<file path="src/rtl/bus_arbiter_rr.sv">
// Round-robin shared-bus arbiter with per-grant hold limit.
// One IDLE cycle between grants; forced release pulses preempt.
module bus_arbiter_rr #(
  parameter int DATA_DW  = 32,
  parameter int N_REQ    = 4,
  parameter int MAX_HOLD = 16
) (
  input  logic                     clk,
  input  logic                     rst,
  input  logic [N_REQ-1:0]         req,
  input  logic [N_REQ-1:0]         req_valid,
  input  logic [N_REQ*DATA_DW-1:0] req_data,
  input  logic [N_REQ-1:0]         req_last,
  output logic [N_REQ-1:0]         req_ready,
  output logic [N_REQ-1:0]         gnt,
  output logic                     out_valid,
  output logic [DATA_DW-1:0]       out_data,
  output logic                     out_last,
  input  logic                     out_ready,
  output logic                     preempt
);

  localparam int IW = (N_REQ > 1) ? $clog2(N_REQ) : 1;
  localparam int CW = $clog2(MAX_HOLD + 1);

  typedef enum logic {
    IDLE,
    GRANT
  } state_e;

  state_e           state_q, state_d;
  logic [N_REQ-1:0] gnt_q, gnt_d;
  logic [IW-1:0]    idx_q, idx_d;
  logic [IW-1:0]    ptr_q, ptr_d;
  logic [CW-1:0]    cnt_q, cnt_d;
  logic             pre_q, pre_d;

  logic [IW-1:0]    sel;
  logic             found;
  logic             granted;
  logic             xfer;
  logic [CW-1:0]    cnt_inc;
  logic             hit_max;
  logic             rel;

  // First requester at or above ptr, wrapping.
  always_comb begin
    sel   = '0;
    found = 1'b0;
    for (int i = 0; i < N_REQ; i++) begin
      if (!found && req[(int'(ptr_q) + i) % N_REQ]) begin
        found = 1'b1;
        sel   = IW'((int'(ptr_q) + i) % N_REQ);
      end
    end
  end

  always_comb begin
    granted   = (state_q == GRANT);
    out_valid = granted & req_valid[idx_q];
    out_last  = granted & req_last[idx_q];
    out_data  = '0;
    if (granted)
      out_data = req_data[int'(idx_q)*DATA_DW +: DATA_DW];
    req_ready = (granted && out_ready) ? gnt_q : '0;
  end

  assign gnt     = gnt_q;
  assign preempt = pre_q;

  assign xfer    = out_valid & out_ready;
  assign cnt_inc = cnt_q + CW'(1);
  assign hit_max = xfer && (cnt_inc == CW'(MAX_HOLD));
  assign rel     = (xfer && out_last) || hit_max ||
                   (!req[idx_q] && !out_valid);

  always_comb begin
    state_d = state_q;
    gnt_d   = gnt_q;
    idx_d   = idx_q;
    ptr_d   = ptr_q;
    cnt_d   = cnt_q;
    pre_d   = 1'b0;
    unique case (state_q)
      IDLE: begin
        if (found) begin
          state_d = GRANT;
          idx_d   = sel;
          gnt_d   = N_REQ'(1) << sel;
          cnt_d   = '0;
        end
      end
      GRANT: begin
        if (rel) begin
          state_d = IDLE;
          gnt_d   = '0;
          cnt_d   = '0;
          ptr_d   = (idx_q == IW'(N_REQ - 1)) ? '0 : idx_q + IW'(1);
          // Preempt only when the hold limit alone forced the release.
          pre_d   = hit_max && !out_last;
        end else if (xfer) begin
          cnt_d = cnt_inc;
        end
      end
      default: state_d = IDLE;
    endcase
  end

  always_ff @(posedge clk or posedge rst) begin
    if (rst) begin
      state_q <= IDLE;
      gnt_q   <= '0;
      idx_q   <= '0;
      ptr_q   <= '0;
      cnt_q   <= '0;
      pre_q   <= 1'b0;
    end else begin
      state_q <= state_d;
      gnt_q   <= gnt_d;
      idx_q   <= idx_d;
      ptr_q   <= ptr_d;
      cnt_q   <= cnt_d;
      pre_q   <= pre_d;
    end
  end

endmodule

</file>
<file path="config.mk">
export PLATFORM = sky130hd
export DESIGN_NAME = bus_arbiter_rr
export DESIGN_NICKNAME = d
export VERILOG_FILES = /design/src/rtl/bus_arbiter_rr.sv
export SDC_FILE = /design/constraint.sdc
export NUM_CORES = 1
export LEC_CHECK = 0
export CORE_MARGIN = 5
export CORE_UTILIZATION = 28
export CTS_BUF_LIST = sky130_fd_sc_hd__clkbuf_4 sky130_fd_sc_hd__clkbuf_8 sky130_fd_sc_hd__clkbuf_16
export DETAILED_ROUTE_END_ITERATION = 8
export MAX_ROUTING_LAYER = met4
export PLACE_DENSITY = 0.78
export SLEW_MARGIN = 30
export SYNTH_ARGS = -nofsm -noshare
export SYNTH_HDL_FRONTEND = slang
export SYNTH_SLANG_ARGS = --single-unit
</file>
<file path="constraint.sdc">
create_clock -name clk -period 2 [get_ports clk]
set_input_delay 0.4 -clock clk [delete_from_list [all_inputs] [get_ports clk]]
set_output_delay 0.4 -clock clk [all_outputs]
set_load 0.02 [all_outputs]
</file>
==> results of run 1 <==
## routing by layer
metal	vias up	routed length [µm]	GRT usage (%)
met1	1243	3530	22.3
met2	97	5080	33.8
li1	1166	-	-
met5	-	0	-
met3	8	686	3.51
met4	0	82	2.40
## repair_timing
item,CTS,global route
buffers inserted,11,9
resized for setup,224,59
pin swaps,23,24
gates cloned,3,1
endpoints found under the setup margin,49,46
## critical path, stage by stage (launching register included)
cell                        delay (ns)
sky130_fd_sc_hd__dfrtp_2          0.39
sky130_fd_sc_hd__buf_12           0.14
sky130_fd_sc_hd__clkbuf_16        0.15
sky130_fd_sc_hd__mux4_2           0.51
sky130_fd_sc_hd__and2_4           0.18
sky130_fd_sc_hd__buf_6            0.12
## Yosys cell counts, types with 3 or more instances
master                       n  area share, %
sky130_fd_sc_hd__nor2_1      7            1.3
sky130_fd_sc_hd__mux4_2     33             37
sky130_fd_sc_hd__a21oi_1     4            1.0
sky130_fd_sc_hd__clkbuf_1    7            1.3
sky130_fd_sc_hd__dfrtp_1    15             19
sky130_fd_sc_hd__nand2_1    13            2.4
sky130_fd_sc_hd__mux2i_1     3            1.5
sky130_fd_sc_hd__nor4_1      3           0.93
sky130_fd_sc_hd__a21o_1      3            1.1
sky130_fd_sc_hd__ha_1        3            1.9
sky130_fd_sc_hd__o2bb2ai_1   3            1.3
sky130_fd_sc_hd__inv_1       5           0.93
sky130_fd_sc_hd__mux2_4      3            2.2
sky130_fd_sc_hd__buf_2       4            1.0
sky130_fd_sc_hd__o21ai_0     3           0.75
sky130_fd_sc_hd__and2_1     34             11
sky130_fd_sc_hd__and3_1      4            1.2
## flip-flops by register name, summed over array words and instances, names as in the netlist
| register | flops |
|---|---|
| preempt | 1 |
| cnt_q | 5 |
| gnt | 4 |
| ptr_q | 2 |
| idx_q | 2 |
| granted | 1 |
## cells in the final DEF (no fill, tap or decap), types with 2 or more instances in the layout
cell,Yosys,layout
sky130_fd_sc_hd__a21o_1,3,3
sky130_fd_sc_hd__a21oi_1,4,4
sky130_fd_sc_hd__a22o_1,2,2
sky130_fd_sc_hd__and2_4,0,33
sky130_fd_sc_hd__and3_1,4,4
sky130_fd_sc_hd__buf_12,0,6
sky130_fd_sc_hd__buf_4,2,33
sky130_fd_sc_hd__buf_6,1,44
sky130_fd_sc_hd__clkbuf_8,0,3
sky130_fd_sc_hd__clkdlybuf4s50_1,0,145
sky130_fd_sc_hd__dfrtp_1,15,12
sky130_fd_sc_hd__dfrtp_2,0,3
sky130_fd_sc_hd__dlygate4sd2_1,0,5
sky130_fd_sc_hd__ha_1,3,3
sky130_fd_sc_hd__inv_1,5,5
sky130_fd_sc_hd__mux2_4,3,3
sky130_fd_sc_hd__mux2i_4,1,4
sky130_fd_sc_hd__mux4_2,33,33
sky130_fd_sc_hd__nand2_1,13,11
sky130_fd_sc_hd__nand2_2,0,2
sky130_fd_sc_hd__nor2_1,7,7
sky130_fd_sc_hd__nor3b_1,2,2
sky130_fd_sc_hd__nor4_1,3,2
sky130_fd_sc_hd__o21ai_0,3,2
sky130_fd_sc_hd__o21ai_2,1,3
sky130_fd_sc_hd__o2bb2ai_2,0,3
## how the worst max path moves through the flow
stage / slack (ns) / cells after the start / startpoint / to
2_1_floorplan: -0.04 / 5 / idx_q[0] / out_data[10]
3_3_place_gp: -0.40 / 4 / req_data[80] / out_data[16]
3_5_place_dp: -0.41 / 4 / req_data[80] / out_data[16]
4_1_cts: -0.18 / 5 / idx_q[0] / out_data[16]
5_1_grt: -0.18 / 5 / idx_q[0] / out_data[31]
6_report: -0.14 / 5 / idx_q[0] / out_data[31]
## area by class of cell
cell class                 count  area (µm²)  area share, %
multi-input combinational    148        1780           37.2
tap                           99         124           2.59
clock buffer                   4        48.8           1.02
inverter                       5        18.8          0.392
timing repair buffer         237        2440           50.9
sequential                    15         379           7.92
## logic make-up after synthesis
logic type / Yosys count
muxes: 42
and+or+nand+nor: 74
DFF: 15
adders and majority gates: 3
AOI/OAI and AO/OA: 28
buffers and inverters: 19
## per-stage QoR
stage                     util (%)  std cells  setup slack, ns
after floorplan                  -        181          -0.0416
after global placement        58.7        481           -0.396
after detailed placement      58.7        481           -0.413
after CTS                     63.1        499           -0.178
after global routing          67.1        508           -0.176
final                         67.1        508           -0.144
## power groups by stage
stage,Combinational [mW],Sequential [mW],Clock [mW]
6_report,5.33,0.548,0.264
5_1_grt,5.63,0.566,0.281
4_1_cts,4.80,0.537,0.270
3_5_place_dp,4.11,0.542,0
3_3_place_gp,4.05,0.537,0
2_1_floorplan,2.40,0.504,0
==> impl_metrics.xml, run 1 <==
<?xml version="1.0" encoding="UTF-8"?>
<metrics>
  <group name="run_status">
    <metric name="run_status" unit="">finished with violations</metric>
    <metric name="violations" unit="">negative setup slack</metric>
  </group>
  <group name="grt">
    <metric name="grt_first_pass_wirelength" unit="µm">12900</metric>
    <metric name="first_global_vias" unit="">2498</metric>
    <metric name="track_usage" unit="%">18.8</metric>
    <metric name="antenna_found_initial" unit="">0</metric>
    <metric name="grt_start_max_net_pins" unit="">30</metric>
    <metric name="grt_remaining_overflow" unit="">0</metric>
  </group>
  <group name="clock_tree">
    <metric name="htree_levels" unit="">1</metric>
    <metric name="cts_hold_repair.buffers" unit="">0</metric>
    <metric name="cts.sink_count" unit="">15</metric>
    <metric name="clockRootBuffer" unit="">sky130_fd_sc_hd__clkbuf_8</metric>
    <metric name="cts_tree" unit="">built</metric>
    <metric name="clk-insertion-delay-late" unit="ns">0.25</metric>
    <metric name="clk_transition_reported_paths" unit="ns">0.06</metric>
    <metric name="cts_buffers" unit="">3</metric>
    <metric name="clockBufferDepth" unit="">2</metric>
  </group>
  <group name="power_and_ir_drop">
    <metric name="power_per_cell_area" unit="nW/µm²">1280</metric>
    <metric name="total_power" unit="mW">6.14</metric>
    <metric name="max-vdd-ir-drop" unit="mV">0.756</metric>
    <metric name="p_sw" unit="mW">2.39</metric>
    <metric name="comb_power_share" unit="%">86.8</metric>
    <metric name="switching_share" unit="%">39.0</metric>
    <metric name="pwr-share-clk" unit="%">4.3</metric>
    <metric name="share_of_power_burned_in_registers" unit="%">8.9</metric>
    <metric name="power.leakage" unit="nW">2.00</metric>
    <metric name="internal_power" unit="mW">3.75</metric>
  </group>
  <group name="logic_synthesis">
    <metric name="synthFlopType" unit="">sky130_fd_sc_hd__dfrtp_1</metric>
    <metric name="ys_seq_area_share" unit="%">18.7</metric>
    <metric name="synthesis.area" unit="µm²">2010</metric>
    <metric name="synth_edf_count" unit="">0</metric>
    <metric name="ys_types" unit="">45</metric>
    <metric name="synthMuxAreaShare" unit="%">43.0</metric>
    <metric name="postSynth.asyncResetShare" unit="%">100</metric>
    <metric name="syn_inst" unit="">181</metric>
    <metric name="combinational_family_with_the_most_area_after_synthesis" unit="">multiplexers</metric>
    <metric name="yosys.area_share.simple" unit="%">21.0</metric>
    <metric name="synth_warn" unit="">0</metric>
    <metric name="ys_ff_latch" unit="">15</metric>
    <metric name="synth-compound-area-share" unit="%">10.9</metric>
    <metric name="arithmetic_cell_share_of_the_synthesized_area_counting_full_adders_half_adders_and_majority_gates" unit="%">1.87</metric>
    <metric name="yosys.area_share.xor_xnor" unit="%">0</metric>
    <metric name="post_synthesis_net_count" unit="">327</metric>
    <metric name="synth.avg_cell_area" unit="µm²">11.1</metric>
  </group>
  <group name="placement">
    <metric name="place.gp.congestion" unit="">0.746</metric>
    <metric name="post_dp_cell_area" unit="µm²">4190</metric>
    <metric name="dp.final_hpwl" unit="µm">7130</metric>
    <metric name="port_bufs" unit="">185</metric>
  </group>
  <group name="hold_path">
    <metric name="timing.hold.worst.class" unit="">primary input to async pin</metric>
  </group>
  <group name="drt">
    <metric name="viasPerCell" unit="">4.95</metric>
    <metric name="detail_route.first_pass.iterations" unit="">4</metric>
    <metric name="detail_route.iter0.violations" unit="">60</metric>
    <metric name="remaining_drc_errors" unit="">0</metric>
    <metric name="routedWlPerCell" unit="µm">18.5</metric>
    <metric name="route.final.wire_length" unit="µm">9380</metric>
    <metric name="dr_total_vias" unit="">2514</metric>
    <metric name="drtAntennaViolNets" unit="">0</metric>
  </group>
  <group name="critical_path">
    <metric name="r2r_cells" unit="">9</metric>
    <metric name="cp.required" unit="ns">1.60</metric>
    <metric name="setup.worst_path.end_class" unit="">output port</metric>
    <metric name="worst-r2r-setup-slack" unit="ns">-0.10</metric>
    <metric name="crit_arrival" unit="ns">1.74</metric>
    <metric name="worst_setup_path_start_kind" unit="">flop</metric>
    <metric name="worst-setup-path-type" unit="">flop to output port</metric>
    <metric name="regToRegStartpoint" unit="">idx_q[0]</metric>
    <metric name="rr_endpoint" unit="">ptr_q[0]</metric>
    <metric name="worstPathMaxFanout" unit="">5</metric>
  </group>
  <group name="final_layout">
    <metric name="num_antenna_cells" unit="">0</metric>
    <metric name="design.final.nets" unit="">556</metric>
    <metric name="post-route-cell-area" unit="µm²">4790</metric>
    <metric name="final_layout_size_suffix_gt1_share" unit="%">46.2</metric>
    <metric name="num-fill-cells" unit="">564</metric>
    <metric name="area.growth.synth_to_final" unit="%">138</metric>
  </group>
  <group name="sta">
    <metric name="hold_ws" unit="ns">0.517</metric>
    <metric name="fin_crit" unit="ns">2.14</metric>
    <metric name="hold_viol" unit="">0</metric>
    <metric name="slew_violations" unit="">0</metric>
    <metric name="setup_total_negative_slack" unit="ns">-2.77</metric>
    <metric name="fin_worst_skew" unit="ns">0.000515</metric>
    <metric name="grt_setup_unrepaired" unit="">true</metric>
    <metric name="max_slew.worst_pin.slew" unit="ns">0.600</metric>
    <metric name="finalWorstSetupSlack" unit="ns">-0.144</metric>
    <metric name="max_clock_freq" unit="GHz">0.467</metric>
    <metric name="slew_headroom" unit="%">60.0</metric>
    <metric name="timing.final.crit_share" unit="%">107</metric>
    <metric name="setup_viol" unit="">39</metric>
  </group>
  <group name="floorplanning">
    <metric name="floorplan_die_area" unit="µm²">8980</metric>
    <metric name="top_level_ports" unit="">186</metric>
    <metric name="core-area" unit="µm²">7140</metric>
    <metric name="placementRows" unit="">31</metric>
    <metric name="die_w" unit="µm">94.8</metric>
    <metric name="die_y_extent" unit="µm">94.8</metric>
    <metric name="initial_utilization" unit="%">28.2</metric>
  </group>
  <group name="job">
    <metric name="max_cap_viol_count" unit="">0</metric>
  </group>
</metrics>
Power figures use the tool's default switching activity.
==> run 2, diff against run 1 <==
--- a/config.mk
+++ b/config.mk
@@ -5,12 +5,14 @@
 export SDC_FILE = /design/constraint.sdc
 export NUM_CORES = 1
 export LEC_CHECK = 0
+export CELL_PAD_IN_SITES_DETAIL_PLACEMENT = 2
+export CELL_PAD_IN_SITES_GLOBAL_PLACEMENT = 2
 export CORE_MARGIN = 5
-export CORE_UTILIZATION = 28
+export CORE_UTILIZATION = 15
 export CTS_BUF_LIST = sky130_fd_sc_hd__clkbuf_4 sky130_fd_sc_hd__clkbuf_8 sky130_fd_sc_hd__clkbuf_16
 export DETAILED_ROUTE_END_ITERATION = 8
 export MAX_ROUTING_LAYER = met4
-export PLACE_DENSITY = 0.78
+export PLACE_DENSITY_LB_ADDON = 0.1
 export SLEW_MARGIN = 30
 export SYNTH_ARGS = -nofsm -noshare
 export SYNTH_HDL_FRONTEND = slang
==> constraint.sdc (replaced) <==
create_clock -name clk -period 1.82 [get_ports clk]
set_input_delay 0.364 -clock clk [delete_from_list [all_inputs] [get_ports clk]]
set_output_delay 0.364 -clock clk [all_outputs]
set_load 0.02 [all_outputs]
==> run 2 against run 1 <==
  * The flow still finishes with violations (negative setup slack)
  * Flip-flop and latch count is the same
  * Via count shrank 0.95%
  * First-iteration DRC count grew 15%
==> impl_metrics.xml, run 2 (synthesized netlist as in run 1, its figures left out) <==
<?xml version="1.0" encoding="UTF-8"?>
<metrics>
  <group name="clock_tree">
    <metric name="htree_levels" unit="">1</metric>
    <metric name="cts_buffers" unit="">3</metric>
    <metric name="clockRootBuffer" unit="">sky130_fd_sc_hd__clkbuf_16</metric>
    <metric name="cts_tree" unit="">built</metric>
    <metric name="clockBufferDepth" unit="">2</metric>
    <metric name="clk-insertion-delay-late" unit="ns">0.24</metric>
    <metric name="cts.sink_count" unit="">15</metric>
    <metric name="clk_transition_reported_paths" unit="ns">0.05</metric>
  </group>
  <group name="critical_path">
    <metric name="setup.worst_path.end_class" unit="">flop</metric>
    <metric name="worstPathMaxFanout" unit="">6</metric>
    <metric name="worst_setup_path_start_kind" unit="">flop</metric>
    <metric name="crit_arrival" unit="ns">2.30</metric>
    <metric name="cp.required" unit="ns">1.95</metric>
    <metric name="worst-setup-path-type" unit="">flop to flop</metric>
  </group>
  <group name="placement">
    <metric name="placed_cells" unit="">562</metric>
    <metric name="dp.final_hpwl" unit="µm">10400</metric>
    <metric name="place.gp.congestion" unit="">0.792</metric>
    <metric name="port_bufs" unit="">185</metric>
    <metric name="place_ws" unit="ns">-0.571</metric>
  </group>
  <group name="power_and_ir_drop">
    <metric name="max-vdd-ir-drop" unit="mV">0.549</metric>
    <metric name="power_per_cell_area" unit="nW/µm²">1430</metric>
    <metric name="power.leakage" unit="nW">2.00</metric>
  </group>
  <group name="sta">
    <metric name="max_clock_freq" unit="GHz">0.462</metric>
    <metric name="finalWorstSetupSlack" unit="ns">-0.344</metric>
    <metric name="grt_setup_unrepaired" unit="">true</metric>
    <metric name="fin_crit" unit="ns">2.16</metric>
    <metric name="setup_viol" unit="">46</metric>
    <metric name="timing.final.crit_share" unit="%">119</metric>
    <metric name="slew_headroom" unit="%">67.8</metric>
    <metric name="slew_violations" unit="">0</metric>
    <metric name="hold_ws" unit="ns">0.425</metric>
    <metric name="fin_worst_skew" unit="ns">0.00265</metric>
    <metric name="hold_viol" unit="">0</metric>
    <metric name="max_slew.worst_pin.slew" unit="ns">0.480</metric>
  </group>
  <group name="grt">
    <metric name="grt_remaining_overflow" unit="">0</metric>
    <metric name="first_global_vias" unit="">2842</metric>
    <metric name="grt_start_max_net_pins" unit="">27</metric>
    <metric name="track_usage" unit="%">15.9</metric>
    <metric name="antenna_found_initial" unit="">0</metric>
    <metric name="grt_first_pass_wirelength" unit="µm">18800</metric>
  </group>
  <group name="final_layout">
    <metric name="design.final.nets" unit="">556</metric>
    <metric name="most_frequent_cells_in_the_layout" unit="">sky130_fd_sc_hd__clkdlybuf4s50_1, sky130_fd_sc_hd__buf_6, sky130_fd_sc_hd__buf_4, sky130_fd_sc_hd__mux4_2, sky130_fd_sc_hd__and2_4</metric>
    <metric name="finalCoreUtilization" unit="%">37.1</metric>
    <metric name="num_antenna_cells" unit="">0</metric>
    <metric name="area.growth.synth_to_final" unit="%">143</metric>
    <metric name="largest_reg_flops" unit="">5</metric>
    <metric name="final_common_cell" unit="">sky130_fd_sc_hd__clkdlybuf4s50_1</metric>
    <metric name="layoutNonFillerInstCount" unit="">585</metric>
    <metric name="largest-register" unit="">cnt_q</metric>
    <metric name="final_layout_size_suffix_gt1_share" unit="%">46.7</metric>
    <metric name="num-fill-cells" unit="">1403</metric>
  </group>
  <group name="floorplanning">
    <metric name="placementRows" unit="">42</metric>
    <metric name="floorplan_die_area" unit="µm²">15800</metric>
    <metric name="top_level_ports" unit="">186</metric>
    <metric name="initial_utilization" unit="%">15.3</metric>
    <metric name="die_y_extent" unit="µm">126</metric>
    <metric name="core-area" unit="µm²">13200</metric>
    <metric name="die_w" unit="µm">126</metric>
  </group>
  <group name="run_status">
    <metric name="run_status" unit="">finished with violations</metric>
    <metric name="violations" unit="">negative setup slack</metric>
  </group>
  <group name="job">
    <metric name="max_cap_viol_count" unit="">0</metric>
  </group>
  <group name="drt">
    <metric name="route.final.wire_length" unit="µm">12400</metric>
    <metric name="dr_total_vias" unit="">2490</metric>
    <metric name="remaining_drc_errors" unit="">0</metric>
    <metric name="detail_route.first_pass.iterations" unit="">4</metric>
    <metric name="viasPerCell" unit="">4.26</metric>
    <metric name="detail_route.iter0.violations" unit="">69</metric>
    <metric name="drtAntennaViolNets" unit="">0</metric>
    <metric name="routedWlPerCell" unit="µm">21.2</metric>
  </group>
  <group name="hold_path">
    <metric name="timing.hold.worst.class" unit="">primary input to async pin</metric>
  </group>
</metrics>
[run 2: metrics by stage]
stage | setup TNS (ns) | total power [mW] | area, µm²
after floorplan | -0.194 | 3.65 | 2160
after global placement | -21.81 | 5.55 | 4410
after detailed placement | -23.04 | 5.63 | 4410
after CTS | -12.58 | 7.15 | 4900
after global routing | -13.13 | 7.45 | 4890
final | -10.65 | 7.02 | 4890
[run 2: area by class of cell]
class | count | area (µm²) | share of cell area [%]
tap | 176 | 220 | 4.50
inverter | 5 | 18.8 | 0.383
multi-input combinational | 147 | 1750 | 35.8
timing repair buffer | 238 | 2450 | 50.0
clock buffer | 3 | 75.1 | 1.53
clock inverter | 1 | 5.00 | 0.102
sequential | 15 | 379 | 7.75
[run 2: critical path, stage by stage (launching register included)]
cell	delay [ns]
sky130_fd_sc_hd__dfrtp_2	0.37
sky130_fd_sc_hd__buf_12	0.14
sky130_fd_sc_hd__buf_16	0.12
sky130_fd_sc_hd__buf_8	0.10
sky130_fd_sc_hd__mux4_2	0.50
sky130_fd_sc_hd__mux2_4	0.32
sky130_fd_sc_hd__o211ai_4	0.13
sky130_fd_sc_hd__buf_6	0.17
sky130_fd_sc_hd__nor4_2	0.04
sky130_fd_sc_hd__a21o_1	0.15
[run 2: metal layers]
| metal | GRT usage (%) | part of all wire, % |
|---|---|---|
| met5 | - | 0 |
| met2 | 27.7 | 50 |
| met1 | 19.5 | 43 |
| met4 | 1.32 | 0.23 |
| met3 | 3.73 | 6.6 |
[run 2: where the power goes]
group / switching [mW] / total [mW] / internal, mW
logic: 2.48 / 6.01 / 3.53
registers: 0.133 / 0.579 / 0.446
clock network: 0.140 / 0.433 / 0.294
total: 2.76 / 7.02 / 4.27
[run 2: repair_timing]
item,CTS,global route
hold buffers,0,0
setup buffers,15,4
setup endpoints to repair,51,51
gates cloned,3,0
pin swaps,30,18
gates resized for setup,248,15
[run 2: worst paths after layout]
| path | cells past startpoint | start | slack (ns) | to |
|---|---|---|---|---|
| worst max-delay path | 9 | idx_q[0] | -0.34 | cnt_q[4] |
| worst min-delay path | 3 | rst | 0.43 | cnt_q[0] |
| worst max register to register | 9 | idx_q[0] | -0.34 | cnt_q[4] |
| worst min register to register | 1 | gnt[0] | 0.53 | gnt[0] |
| max in group asynchronous | 3 | rst | 1.19 | idx_q[0] |
| min in group clk | 1 | gnt[0] | 0.53 | gnt[0] |
